[src/rtl/fetch_unit.sv]
// fetch_unit: instruction-fetch stage.
//
// Owns the fetch PC, keeps at most one instruction-memory request in flight,
// buffers one returned instruction when the pipeline is stalled, and drives
// the Fetch->Decode pipeline register.
//
// Ports:
//   clk, nreset            clock, synchronous active-low reset
//   StallF, StallD, FlushD hazard-unit controls
//   branch_D, jump_D       predicted-taken redirect from Decode
//   target_D               Decode redirect target
//   mispredict_E           Execute misprediction (wins over Decode redirect)
//   recover_pc_E           correct PC after a misprediction
//   imem_req, imem_addr    request strobe / address to instruction memory
//   imem_valid, imem_rdata in-order response from instruction memory
//   instr_D, pc_D,
//   pcplus4_D, valid_D     Decode register contents
//   fetch_wait             Decode could accept but nothing is available
module fetch_unit #(
    parameter logic [31:0] RESET_PC  = 32'h0000_0000,
    parameter logic [31:0] NOP_INSTR = 32'h0000_0013
) (
    input  logic        clk,
    input  logic        nreset,
    input  logic        StallF,
    input  logic        StallD,
    input  logic        FlushD,
    input  logic        branch_D,
    input  logic        jump_D,
    input  logic [31:0] target_D,
    input  logic        mispredict_E,
    input  logic [31:0] recover_pc_E,
    output logic        imem_req,
    output logic [31:0] imem_addr,
    input  logic        imem_valid,
    input  logic [31:0] imem_rdata,
    output logic [31:0] instr_D,
    output logic [31:0] pc_D,
    output logic [31:0] pcplus4_D,
    output logic        valid_D,
    output logic        fetch_wait
);

    // IDLE: nothing outstanding; WAIT: request for pc_q in flight;
    // HELD: instruction for pc_q sits in instr_buf; DROP: stale request in flight.
    typedef enum logic [1:0] {S_IDLE, S_WAIT, S_HELD, S_DROP} state_t;

    state_t      state_q, state_d;
    logic [31:0] pc_q, pc_d;
    logic [31:0] instr_buf;
    logic        buf_load;

    logic        avail;
    logic        redirect;
    logic        consume;
    logic [31:0] target;
    logic [31:0] pc_plus4;
    logic [31:0] fetched;

    assign pc_plus4 = pc_q + 32'd4;   // modulo 2^32, wraps naturally
    assign avail    = ((state_q == S_WAIT) && imem_valid) || (state_q == S_HELD);
    assign redirect = mispredict_E || ((branch_D || jump_D) && !StallD);
    assign consume  = avail && !StallF && !StallD && !redirect;
    assign target   = mispredict_E ? recover_pc_E : target_D;
    assign fetched  = (state_q == S_HELD) ? instr_buf : imem_rdata;

    assign fetch_wait = !StallF && !StallD && !avail;

    // Request issue. A consume cycle immediately requests the next word so a
    // 1-cycle memory sustains one instruction per cycle.
    always_comb begin
        imem_req  = 1'b0;
        imem_addr = pc_q;
        if (nreset) begin
            if ((state_q == S_IDLE) && !StallF && !redirect) begin
                imem_req = 1'b1;
            end else if (consume) begin
                imem_req  = 1'b1;
                imem_addr = pc_plus4;
            end
        end
    end

    // Next-state logic.
    // NOTE: every output of this block gets a default first, so no path can
    // leave a value unassigned and infer a latch.
    always_comb begin
        state_d  = state_q;
        pc_d     = pc_q;
        buf_load = 1'b0;
        if (redirect) begin
            pc_d = target;
            // A request still in flight must have its response swallowed
            // before the target may be requested.
            if (((state_q == S_WAIT) || (state_q == S_DROP)) && !imem_valid)
                state_d = S_DROP;
            else
                state_d = S_IDLE;
        end else begin
            unique case (state_q)
                S_IDLE: if (!StallF) state_d = S_WAIT;
                S_WAIT: begin
                    if (imem_valid) begin
                        if (consume) begin
                            pc_d = pc_plus4;
                        end else begin
                            buf_load = 1'b1;
                            state_d  = S_HELD;
                        end
                    end
                end
                S_HELD: begin
                    if (consume) begin
                        pc_d    = pc_plus4;
                        state_d = S_WAIT;
                    end
                end
                S_DROP: if (imem_valid) state_d = S_IDLE;
                default: state_d = S_IDLE;
            endcase
        end
    end

    // NOTE: state registers use non-blocking assignments so every flop sees
    // the pre-edge values of the others.
    always_ff @(posedge clk) begin
        if (!nreset) begin
            state_q <= S_IDLE;
            pc_q    <= RESET_PC;
        end else begin
            state_q <= state_d;
            pc_q    <= pc_d;
        end
    end

    // NOTE: the buffer is data-only; the FSM says whether it is meaningful,
    // so it carries no reset.
    always_ff @(posedge clk) begin
        if (buf_load) instr_buf <= imem_rdata;
    end

    // Fetch->Decode register: flush beats stall beats consume; anything else
    // is a bubble.
    always_ff @(posedge clk) begin
        if (!nreset || FlushD) begin
            instr_D   <= NOP_INSTR;
            pc_D      <= 32'd0;
            pcplus4_D <= 32'd0;
            valid_D   <= 1'b0;
        end else if (StallD) begin
            instr_D   <= instr_D;
            pc_D      <= pc_D;
            pcplus4_D <= pcplus4_D;
            valid_D   <= valid_D;
        end else if (consume) begin
            instr_D   <= fetched;
            pc_D      <= pc_q;
            pcplus4_D <= pc_plus4;
            valid_D   <= 1'b1;
        end else begin
            instr_D   <= NOP_INSTR;
            pc_D      <= 32'd0;
            pcplus4_D <= 32'd0;
            valid_D   <= 1'b0;
        end
    end

endmodule
[config.mk]
export PLATFORM = sky130hd
export DESIGN_NAME = fetch_unit
export DESIGN_NICKNAME = d
export VERILOG_FILES = /design/src/rtl/fetch_unit.sv
export SDC_FILE = /design/constraint.sdc
export NUM_CORES = 1
export LEC_CHECK = 0
export CAP_MARGIN = 20
export CORE_AREA = 5 5 108 160
export DETAILED_ROUTE_END_ITERATION = 8
export DIE_AREA = 0 0 113 165
export GPL_TIMING_DRIVEN = 1
export PLACE_DENSITY = 0.83
export SYNTH_ARGS = -nofsm -noshare
export SYNTH_HDL_FRONTEND = slang
export SYNTH_SLANG_ARGS = --single-unit
[constraint.sdc]
create_clock -name clk -period 7.9 [get_ports clk]
set_input_delay 1.58 -clock clk [delete_from_list [all_inputs] [get_ports clk]]
set_output_delay 1.58 -clock clk [all_outputs]
set_load 0.02 [all_outputs]
==> flow_summary.toml <==
[place]
dp_cells = 1218
port_buffers = 235
dpl_worst_slack_ps = 1490
dpl.hpwl_um = 17500
gp_congestion = 0.911

[yosys]
syn_inst = 857
async_reset_ff_frac = 0
synth_seq_cells = 161
yosys-top-cells-area = "dfxtp_1 34%, edfxtp_1 13%, nor2_1 6.9%, xor2_1 5.1%, xnor2_1 4.3%"
yosysMostFrequentCell = "nor2_1"
synth_top_area_frac = 0.337
ys.flop_type = "dfxtp_1"
ys_types = 57
synth_common_cells = "141 x nor2_1, 129 x dfxtp_1, 70 x nand2_1"
syn-cell-area_um2 = 7670
yosys.area.top_type = "dfxtp_1"
synth.avg_cell_area_um2 = 8.95
synth_nets = 965
yosysSeqAreaShare = 0.462
synth-edff-count = 32
synth_warnings = 0

[clock_tree]
clk_pin_slew_worst_paths_ps = 70
cts_setup_buffers = 0
ctsHoldBuffers = 0
numCtsBuffers = 17
cts_resized = 0
htree_levels = 4
worst_skew_pair.late_latency_ps = 420
cts_buffer_depth = 2
clkSinkCount = 161
cts_tree = "done"
cts_root_buf = "clkbuf_16"

[power_and_ir_drop]
pwr-share-seq = 0.462
power_switching_uw = 529
irDropWorstVdd_mv = 0.126
pwr-share-comb = 0.113
switching_share = 0.276
internal_power_mw = 1.39
clkPwrFrac = 0.426
p_leak_nw = 3.49
power_density_nw_per_um2 = 182

[floorplan]
start_util = 0.491
rows = 56
dieHeight_um = 165
io_pins = 236
core_um2 = 15600
dieWidth_um = 113
die-area_um2 = 18600

[global_routing]
grt_overflow = 0
antenna_found_initial = 1
grt_pass1_vias = 7140
grt_usage = 0.263
grt_pass1_wl_um = 38700
grt_max_degree = 73

[critical_path]
cp.arrival_ps = 4850
path_class = "input pin to output pin"
end_kind = "output pin"
cp_max_fo = 35
cp.required_ps = 6320
cp-start-kind = "input pin"

[finish]
drive_gt1_frac = 0.0640
fin_nets = 1142
fill_cells = 1274
regArea_um2 = 3540
stdcell_count = 1251
area_growth_pct = 37.6
post-route-util = 0.675
multi_input_area_um2 = 3690

[sta]
setup_slack_ps = 1470
drv_slew = 0
setup-violations-final = 0
period_needed_ps = 6430
finalHoldViolCount = 0
tightest_slew_ps = 1060
slew_headroom = 0.295
finalCritPeriodShare = 0.814
fmax_ghz = 0.155
setup_tns_ps = 0
fin_skew_ps = 9.75
rsz0062_at_grt = "false"

[route]
first_pass_iters = 7
post_drt_wl_per_cell_um = 20.0
drt_iter0_markers = 668
remaining_drc_errors = 0
final_antenna_net_count = 0
wl_um = 25000
dr_total_vias = 7146
viasPerCell = 5.71

[run_status]
status = "finished clean"

[worst_hold_path]
hp-class = "register to register"

[run]
max_cap_viol_count = 0
[state kept, by name, indices dropped and copies added (netlist names)]
| register | flops |
|---|---|
| instr_D | 32 |
| instr_buf | 32 |
| pc_D | 32 |
| pc_q | 32 |
| pcplus4_D | 30 |
| state_q | 2 |
| valid_D | 1 |
[path summary, 6_finish.rpt]
check                                     to                        from  slack (ps)  depth (start not counted)
setup / recovery               imem_addr[26]                mispredict_E        1470                          9
hold / removal    pcplus4_D[19]$_SDFFE_PP0N_  pcplus4_D[19]$_SDFFE_PP0N_         460                          2
setup reg to reg       pc_q[12]$_SDFFE_PN0P_     state_q[1]$_SDFFE_PN0P_        5000                          8
hold reg to reg   pcplus4_D[19]$_SDFFE_PP0N_  pcplus4_D[19]$_SDFFE_PP0N_         460                          2
[metal layers]
layer  GRT usage  part of all wire
met5           0                 0
met4       0.128             0.041
met3      0.0532             0.073
met2       0.444              0.50
met1       0.318              0.39
[stage by stage]
step | total power [mW] | hold slack, ps | instance area [um2]
CTS | 1.93 | 457 | 10600
finish | 1.92 | 455 | 10600
global route | 1.98 | 478 | 10600
global placement | 1.11 | 433 | 9960
detailed placement | 1.11 | 444 | 9960
floorplan | 1.01 | 465 | 7670
[placed cells by master, fill, tap and decap left out, drive strengths merged, types with 3 or more instances in the layout]
cell	instances
a21oi	36
ha	3
o22ai	26
a22oi	40
a211oi	3
xor2	45
dfxtp	129
mux2i	31
or4	3
buf	12
clkdlybuf4s50	234
nor4b	3
edfxtp	32
and3	3
nand4	12
clkinv	6
nor2	141
nand3	20
nor4	5
clkbuf	17
nand2	70
o21ai	50
a221oi	22
mux2	4
xnor2	38
inv	18
nor3	17
[critical path: stages]
cell and delay (ps):
clkdlybuf4s50_1 400, buf_4 260, nor3_1 480, o211ai_4 260, inv_2 450, nand2_1 230
nor3_1 370, xor2_1 170, clkdlybuf4s50_1 630
[layout make-up]
cell class,instances,share of cell area
multi-input cells,598,0.350
flip-flops and latches,161,0.336
repair buffers,246,0.230
clock buffers,17,0.0403
well taps,203,0.0241
clock inverters,15,0.0159
inverters,10,0.00356
diodes,1,0.000237
[power by group through the flow]
stage	clock network, mW	registers, mW	logic (mW)
2_1_floorplan	0	0.874	0.136
3_3_place_gp	0	0.902	0.211
4_1_cts	0.828	0.884	0.215
5_1_grt	0.859	0.887	0.230
3_5_place_dp	0	0.903	0.212
6_report	0.815	0.885	0.216
[logic make-up after synthesis]
family	synth area share
AO/OA/AOI/OAI	0.160
multiplexers	0.0463
buffers and inverters	0.0600
XOR/XNOR	0.0948
flip-flops	0.462
AND/OR/NAND/NOR	0.171
adder cells (fa/ha/maj)	0.00620
Note: power is estimated with default switching activity, not from simulation.
